File: src/rtl/digiclk_oci_trace_pkg.sv
// digiclk_oci_trace_pkg: shared state encoding, timestamp width and entry sizing for the OCI trace capture.
package digiclk_oci_trace_pkg;
  typedef enum logic [1:0] {CAPTURE, DRAIN, ENDED} trace_state_e;
  localparam int TS_W = 16;
  function automatic int entry_w(input int dct_w, input int cnt_w, input bit ts_en);
    return dct_w + cnt_w + (ts_en ? TS_W : 0);
  endfunction
endpackage

File: src/rtl/digiclk_oci_trace_fifo.sv
// digiclk_oci_trace_fifo: synchronous show-ahead FIFO; a push into a full FIFO succeeds only alongside a pop.
module digiclk_oci_trace_fifo #(
  parameter int WIDTH = 34,
  parameter int DEPTH = 16
) (
  input  logic                     clk,
  input  logic                     reset_n,
  input  logic                     push,
  input  logic                     pop,
  input  logic [WIDTH-1:0]         wr_data,
  output logic [WIDTH-1:0]         rd_data,
  output logic                     full,
  output logic                     empty,
  output logic [$clog2(DEPTH):0]   level
);
  localparam int AW = $clog2(DEPTH);
  logic [AW:0] wr_q, wr_d, rd_q, rd_d;
  logic [WIDTH-1:0] mem_q [DEPTH];
  logic [WIDTH-1:0] mem_d [DEPTH];
  logic do_push, do_pop;
  always_comb begin
    empty = wr_q == rd_q;
    full = (wr_q[AW] != rd_q[AW]) && (wr_q[AW-1:0] == rd_q[AW-1:0]);
    do_pop = pop && !empty;
    do_push = push && (!full || do_pop);
    level = wr_q - rd_q;
    rd_data = empty ? '0 : mem_q[rd_q[AW-1:0]];
    mem_d = mem_q;
    if (do_push) mem_d[wr_q[AW-1:0]] = wr_data;
    wr_d = wr_q + (AW+1)'(do_push);
    rd_d = rd_q + (AW+1)'(do_pop);
  end
  // storage is not reset: cleared pointers make stale contents unreachable
  always_ff @(posedge clk) begin
    mem_q <= mem_d;
    if (!reset_n) begin
      wr_q <= '0;
      rd_q <= '0;
    end else begin
      wr_q <= wr_d;
      rd_q <= rd_d;
    end
  end
endmodule

File: src/rtl/digiclk_cpu_oci_trace_capture.sv
// digiclk_cpu_oci_trace_capture: captures debug-core trace frames into a FIFO, drains on test end.
// Define DCT_TIMESTAMP_EN to store a 16-bit cycle stamp per entry and expose it on rd_ts.
module digiclk_cpu_oci_trace_capture
  import digiclk_oci_trace_pkg::*;
#(
  parameter int DCT_W  = 30,
  parameter int CNT_W  = 4,
  parameter int DEPTH  = 16,
  parameter int DROP_W = 8
) (
  input  logic                     clk,
  input  logic                     reset_n,
  input  logic [DCT_W-1:0]         dct_buffer,
  input  logic [CNT_W-1:0]         dct_count,
  input  logic                     dct_valid,
  input  logic                     test_ending,
  input  logic                     rd_ready,
  output logic [DCT_W+CNT_W-1:0]   rd_data,
  output logic                     rd_valid,
  output logic [$clog2(DEPTH):0]   fill_level,
  output logic                     overflow,
  output logic [DROP_W-1:0]        drop_count,
`ifdef DCT_TIMESTAMP_EN
  output logic [TS_W-1:0]          rd_ts,
`endif
  output logic                     test_has_ended,
  output logic                     capturing
);
`ifdef DCT_TIMESTAMP_EN
  localparam bit TS_EN = 1'b1;
`else
  localparam bit TS_EN = 1'b0;
`endif
  localparam int EW = entry_w(DCT_W, CNT_W, TS_EN);
  trace_state_e state_q, state_d;
  logic [DROP_W-1:0] drop_q, drop_d;
  logic ovf_q, ovf_d, want, pop_fire, drop, full, empty;
  logic [EW-1:0] wr_entry, rd_entry;
`ifdef DCT_TIMESTAMP_EN
  logic [TS_W-1:0] ts_q, ts_d;
  assign ts_d = ts_q + 1'b1;
  assign wr_entry = {ts_q, dct_count, dct_buffer};
  assign rd_ts = rd_entry[EW-1 -: TS_W];
  always_ff @(posedge clk) ts_q <= !reset_n ? '0 : ts_d;
`else
  assign wr_entry = {dct_count, dct_buffer};
`endif
  assign rd_data = rd_entry[DCT_W+CNT_W-1:0];
  digiclk_oci_trace_fifo #(.WIDTH(EW), .DEPTH(DEPTH)) u_fifo (
    .clk(clk), .reset_n(reset_n), .push(want), .pop(rd_ready), .wr_data(wr_entry),
    .rd_data(rd_entry), .full(full), .empty(empty), .level(fill_level)
  );
  // the push decision uses the pre-edge state, so a frame beside test_ending is kept
  always_comb begin
    capturing = state_q == CAPTURE;
    test_has_ended = state_q == ENDED;
    rd_valid = !empty;
    overflow = ovf_q;
    drop_count = drop_q;
    want = capturing && dct_valid && (dct_count != '0);
    pop_fire = rd_valid && rd_ready;
    drop = want && full && !pop_fire;
    drop_d = drop_q + DROP_W'(drop && !(&drop_q));
    ovf_d = ovf_q | drop;
    state_d = (state_q == CAPTURE && test_ending) ? DRAIN :
              (state_q == DRAIN && fill_level == '0) ? ENDED : state_q;
  end
  always_ff @(posedge clk) begin
    if (!reset_n) begin
      state_q <= CAPTURE;
      drop_q <= '0;
      ovf_q <= 1'b0;
    end else begin
      state_q <= state_d;
      drop_q <= drop_d;
      ovf_q <= ovf_d;
    end
  end
endmodule
File: config.mk
export PLATFORM = sky130hd
export DESIGN_NAME = digiclk_cpu_oci_trace_capture
export DESIGN_NICKNAME = d
export VERILOG_FILES = /design/src/rtl/digiclk_oci_trace_pkg.sv /design/src/rtl/digiclk_oci_trace_fifo.sv /design/src/rtl/digiclk_cpu_oci_trace_capture.sv
export SDC_FILE = /design/constraint.sdc
export NUM_CORES = 1
export LEC_CHECK = 0
export BUFFER_PORTS_ARGS = -buffer_cell sky130_fd_sc_hd__buf_2
export CORE_MARGIN = 2
export CORE_UTILIZATION = 40
export CTS_CLUSTER_DIAMETER = 200
export DETAILED_ROUTE_END_ITERATION = 10
export RECOVER_POWER = 25
export SYNTH_ARGS = -nofsm -noshare
export SYNTH_HDL_FRONTEND = slang
export SYNTH_HIERARCHICAL = 1
export SYNTH_SLANG_ARGS = --single-unit
File: constraint.sdc
create_clock -name clk -period 6.7 [get_ports clk]
set_clock_uncertainty 0.05 [all_clocks]
set_input_delay 0.335 -clock clk [delete_from_list [all_inputs] [get_ports clk]]
set_output_delay 0.335 -clock clk [all_outputs]
set_load 0.05 [all_outputs]
Yosys cells after proc, flatten, opt, wreduce, memory -nomap -nowiden
Index checks and enable logic that the tools add are counted.
{"block": "op_classes", "n_lt_le_gt_ge": 3, "reduce_logical": 22, "mux": 9, "n_eq_ne": 5, "bitwise": 4, "addsub": 4}
{"cell": "544-bit bitwise mux", "count": 1}
{"cell": "34-bit binary-select mux with 4-bit select", "count": 1}
{"cell": "34-bit demux with 4-bit select", "count": 1}
{"cell": "34-bit 2-to-1 mux", "count": 4}
{"cell": "1-bit logical AND", "count": 11}
{"cell": "5-bit by 1-bit adder with 5-bit output", "count": 2}
{"cell": "5-bit greater-or-equal comparator, second input constant", "count": 2}
{"cell": "4-bit NOT with 5-bit output", "count": 2}
{"cell": "8-bit by 1-bit adder with 8-bit output", "count": 1}
{"cell": "8-bit AND reduction", "count": 1}
{"cell": "5-bit equality test", "count": 1}
{"cell": "5-bit logical NOT", "count": 1}
{"cell": "5-bit by 1-bit less-than comparator with 1-bit output, second input constant", "count": 1}
{"cell": "5-bit subtractor", "count": 1}
{"cell": "4-bit equality test", "count": 1}
{"cell": "1-bit logical NOT", "count": 4}
{"cell": "4-bit nonzero test", "count": 1}
{"cell": "2-bit by 1-bit equality test with 1-bit output, second input constant", "count": 1}
{"cell": "2-bit equality test, second input constant", "count": 1}
{"cell": "2-bit logical NOT", "count": 1}
{"cell": "1-bit 2-to-1 mux", "count": 2}
{"cell": "2-bit nonzero test", "count": 1}
{"cell": "2-bit OR reduction", "count": 1}
{"cell": "1-bit logical OR", "count": 1}
{"cell": "3 further kinds", "count": 3}
{"block": "totals", "inputBits": 39, "out_inout_bits": 51, "wordCells": 69, "ff_bits": 565}

Longest topological paths before layout
{"block": "depth", "ltp_word": 7, "depth_mapped": 14, "ltp_nobuf": 11}

Modules after synthesis
The synthesis kept the hierarchy.
{"module": "digiclk_oci_trace_fifo", "cells_per_inst": 989, "instances": 1, "seq_area_each_um2": 16535.9, "area_each_um2": 21343.0}
{"module": "digiclk_cpu_oci_trace_capture", "cells_per_inst": 56, "instances": 1, "seq_area_each_um2": 220.2, "area_each_um2": 483.0}

Worst setup path before layout
No wires, ideal clock.
{"block": "synth_path", "kind": "register -> register", "from": "register u_fifo.rd_q[1]", "to": "register u_fifo/mem_q[102] (netlist bit) (enable)", "setup_ps": 510, "period_less_slack_ps": 5586, "t_required_ps": 6140, "arrival_time_ps": 5026, "slack_ps": 1114, "stages_incl_launch_ff": 9, "path_buffers": 3, "cell_sequence": "dfxtp_1 > clkbuf_1 > buf_2 > clkinv_1 > clkbuf_1 > ha_1 > nand4_2 > o31ai_2 > nor4_1"}
{"block": "synth_between", "elab_chain_cells": 5, "elab_cells_between_ends": 8, "classes_between": "2 x eq/ne; 6 x reduce/logical"}
{"element": "start: declaration", "line_no": "digiclk_oci_trace_fifo.sv:17", "rtl": "logic [AW:0] wr_q, wr_d, rd_q, rd_d;"}
{"element": "start signal: assignment", "line_no": "digiclk_oci_trace_fifo.sv:41", "rtl": "rd_q <= rd_d;"}
{"element": "5-bit equality test or 4-bit equality test (tied branches)", "line_no": "digiclk_oci_trace_fifo.sv:22, digiclk_oci_trace_fifo.sv:23"}
{"element": "1-bit logical NOT or 1-bit logical AND (tied branches)", "line_no": "digiclk_oci_trace_fifo.sv:24, digiclk_oci_trace_fifo.sv:23"}
{"element": "1-bit logical AND or 1-bit logical NOT (tied branches)", "line_no": "digiclk_oci_trace_fifo.sv:24, digiclk_oci_trace_fifo.sv:25"}
{"element": "1-bit logical OR (*)", "line_no": "digiclk_oci_trace_fifo.sv:25", "rtl": "do_push = push && (!full || do_pop);"}
{"element": "1-bit logical AND (*)", "line_no": "digiclk_oci_trace_fifo.sv:25"}
{"element": "end signal: assignment", "line_no": "digiclk_oci_trace_fifo.sv:35", "rtl": "mem_q <= mem_d;"}
{"element": "end: declaration", "line_no": "digiclk_oci_trace_fifo.sv:18", "rtl": "logic [WIDTH-1:0] mem_q [DEPTH];"}
Mark *: on every way between the ends. The rest lies on a longest branch, timed or not.
A chain may end at the register's enable or synchronous reset.

Worst setup path after layout
{"block": "layout_path", "from": "register u_fifo.rd_q[0]", "to": "output rd_data[14]"}
{"block": "layout_between", "elab_cells_between_ends": 6, "classes_between": "1 x eq/ne; 4 x mux; 1 x bitwise"}
{"element": "5-bit equality test", "line_no": "digiclk_oci_trace_fifo.sv:22", "rtl": "empty = wr_q == rd_q;"}
{"element": "via empty", "line_no": "digiclk_cpu_oci_trace_capture.sv:37", "rtl": "logic ovf_q, ovf_d, want, pop_fire, drop, full, empty;"}
{"element": "34-bit 2-to-1 mux", "line_no": "digiclk_oci_trace_fifo.sv:27", "rtl": "rd_data = empty ? '0 : mem_q[rd_q[AW-1:0]];"}
{"element": "end: declaration", "line_no": "digiclk_cpu_oci_trace_capture.sv:18", "rtl": "output logic [DCT_W+CNT_W-1:0] rd_data,"}
The timed path passes the listed nets, and every way through them passes these cells. The select of a mux whose other input is x is not followed.

==> flow_summary.toml <==
[outcome]
outcome = "completed"

[pwr]
vdd_drop_max_v = 0.000286
seqPwrFrac = 0.440
power.total_mw = 9.39
p_leak_nw = 7.97
swShare = 0.311
p_comb_frac = 0.256
pwr-share-clk = 0.304
intPower_mw = 6.47
powerDensity_nw_per_um2 = 377
p_switching_mw = 2.92

[synth]
seq_area_frac_synth = 0.768
synthCells = 1045
synth_area_sq_um = 21800
avgSynthCellArea_sq_um = 20.9
netlist.area_leader.share = 0.748
syn_nets = 1095
synthArstFlopShare = 0
synth-seq-cells = 565
synth_cell_type_count = 38
synthFlopType = "edfxtp_1"
yosys.area.top_type = "edfxtp_1"
synth_area_leaders = "edfxtp_1 (75%), mux4_2 (14%), dfxtp_1 (1.9%)"
synth_edf_count = 544
yosys_warnings = 6

[min_path]
hp-start = "reset_n"
min_path_cells = 2
hold-path-endpoint = "state_q[1]"
hp-class = "input pin to flip-flop"

[setup_path]
regToRegSetupSlack_ns = 3.34
start_kind = "flip-flop"
r2r_cells = 10
crit_start = "u_fifo/rd_q[0]"
r2r_start = "u_fifo/rd_q[0]"
critPathCaptureType = "output port"
worst_ep_arrival_time_ns = 4.04
r2r-end = "drop_count[6]"
required_ns = 6.31
crit_path_max_fanout = 46
critical_path_class = "flip-flop to output port"

[clock_tree]
htreeDepth = 2
ctsLongestPathBuffers = 3
cts_resized = 0
cts_buffers = 55
root_buffer = "clkbuf_16"
cts_tree = "built"
insertion_delay_ns = 0.60
post_cts_buffers = 0
clkTransAtPathRegs_ns = 0.06
cts_num_sinks = 565

[cells_and_area]
multi_input_area_sq_um = 4880
seqCellArea_sq_um = 16800
antennaDiodeCount = 0
num-fill-cells = 4479
drive_gt1_frac = 0.280
fin_nets = 1226
syn2layout_area_growth_pct = 14.1

[drt]
drc = 0
drt_iter0_markers = 800
vias_per_cell = 5.41
drt.antenna.violating_nets = 0
first_pass_iters = 5
vias = 10400
wl_mm = 44.7
routedWlPerCell_um = 23.3

[placed_design]
post-place-ws_ns = 2.79
numPortBuffers = 89
hpwl_mm = 25.3
gp_congestion = 0.731

[sta]
rsz0062_at_grt = "false"
setup_violations = 0
tightest_slew_ns = 1.03
tns_ns = 0
worst_slack_ns = 2.28
clock.fmax_mhz = 226
hold_ws_ns = 0.0486
post-route-period-util = 0.660
slew_viol_final = 0
slew_headroom = 0.313
hold_viol = 0
min_period_ns = 4.42

[global_route]
grt_pass1_wl_mm = 68.2
antenna_found_initial = 0
grt_use_total = 0.161
grt.overflow.total = 0
grt_max_degree = 52
grt_pass1_vias = 10900

[floorplan]
num_io_pins = 90
start_util = 0.405
fp.coreArea_sq_um = 53900
die_y_um = 238
fp-row-count = 85
fp.dieW_um = 238
die_area_sq_um = 56400

[job]
drv_cap = 0
metal layers:
metal | up-vias | GRT usage | share of wire
li1 | 4538 | - | -
met1 | 5542 | 0.230 | 0.46
met2 | 217 | 0.260 | 0.48
met3 | 55 | 0.0255 | 0.044
met4 | 0 | 0.0440 | 0.018
met5 | - | 0 | 0
cells in the final DEF (no fill, tap or decap), types with 2 or more instances in the layout:
cell           count
edfxtp_1         544
mux4_2           136
nand2_1          109
buf_2             67
clkbuf_16         55
a221o_1           34
clkbuf_1          33
buf_4             33
nor2b_1           28
dfxtp_1           18
inv_1             14
clkinv_2          14
nor3_2            13
and2_1            12
ha_1              10
clkinv_1          10
xnor2_1            9
nor2_1             8
nand3_1            8
and2b_1            7
a21oi_1            6
inv_6              6
xor2_1             5
o21ai_0            4
nor4_2             4
or3_1              3
dfxtp_4            3
nand4_1            2
bufinv_16          2
dlygate4sd3_1      2
nand2b_1           2
a21o_1             2
cells by family after synthesis:
| group | share of synthesized area |
|---|---|
| xor gates and xnor gates | 0.00562 |
| adders and majority gates | 0.00665 |
| DFF | 0.768 |
| muxes | 0.140 |
| buffers and inverters | 0.0142 |
| and+or+nand+nor | 0.0447 |
| AOI/OAI and AO/OA | 0.0208 |
flip-flops by register name, summed over array words and instances, names as in the netlist:
signal	flops
drop_count	8
overflow	1
u_fifo/wr_q	5
u_fifo/rd_q	5
u_fifo/mem_q	544
state_q	2
synthesized netlist by cell type (2+ instances only):
cell / instances
nor3_1: 13
inv_1: 14
nor4_1: 4
xnor2_1: 9
nand2_1: 109
nand2b_1: 2
xor2_1: 5
buf_2: 17
nor2_1: 9
buf_1: 2
nor3_2: 2
mux4_2: 136
clkbuf_1: 25
nand4_1: 2
o21ai_0: 4
and2b_1: 7
and2_1: 12
a221o_1: 34
a21o_1: 2
nor2b_1: 28
nand3_1: 8
buf_6: 6
dfxtp_1: 21
ha_1: 10
or3_1: 3
a21oi_1: 6
edfxtp_1: 544
through the flow:
stage	area [sq um]	util	cells
2_1_floorplan	21800	-	1045
3_3_place_gp	23300	0.431	1813
3_5_place_dp	23300	0.431	1813
4_1_cts	24900	0.462	1914
5_1_grt	24900	0.462	1914
6_report	24900	0.462	1914
worst max-delay path by stage:
stage,endpoint,slack [ns],cells past startpoint
global placement,rd_data[14],2.81,7
detailed placement,rd_data[14],2.79,7
global route,rd_data[32],1.97,6
floorplan,u_fifo/mem_q[102],1.11,8
CTS,rd_data[14],2.13,7
finish,rd_data[14],2.28,7
power by group through the flow:
stage,Clock (mW),Combinational [mW],Sequential (mW)
5_1_grt,3.07,2.57,4.15
3_5_place_dp,0,2.46,4.21
3_3_place_gp,0,2.45,4.21
2_1_floorplan,0,1.96,4.11
6_report,2.85,2.41,4.13
4_1_cts,2.93,2.47,4.14
layout make-up:
cell class | instances | share of cell area
clock buffer | 66 | 0.0569
multi-input combinational | 415 | 0.196
inverter | 15 | 0.00226
sequential | 565 | 0.673
clock inverter | 33 | 0.00919
tap | 696 | 0.0350
timing repair buffer | 124 | 0.0275
worst max-delay path, cell delays in order, from the launching register on:
cell     delay (ns)
dfxtp_4        0.98
ha_1           0.40
nand4_2        0.16
nor2_1         0.16
nor3_4         0.68
buf_4          0.47
a221o_1        0.28
buf_2          0.28
what timing repair did:
| action | in CTS | in global routing |
|---|---|---|
| endpoints found under the setup margin | 0 | 0 |
| endpoints found under the hold margin | 2 | 0 |
| hold buffers | 2 | 0 |
No activity file was read; power rests on OpenSTA's default activity.
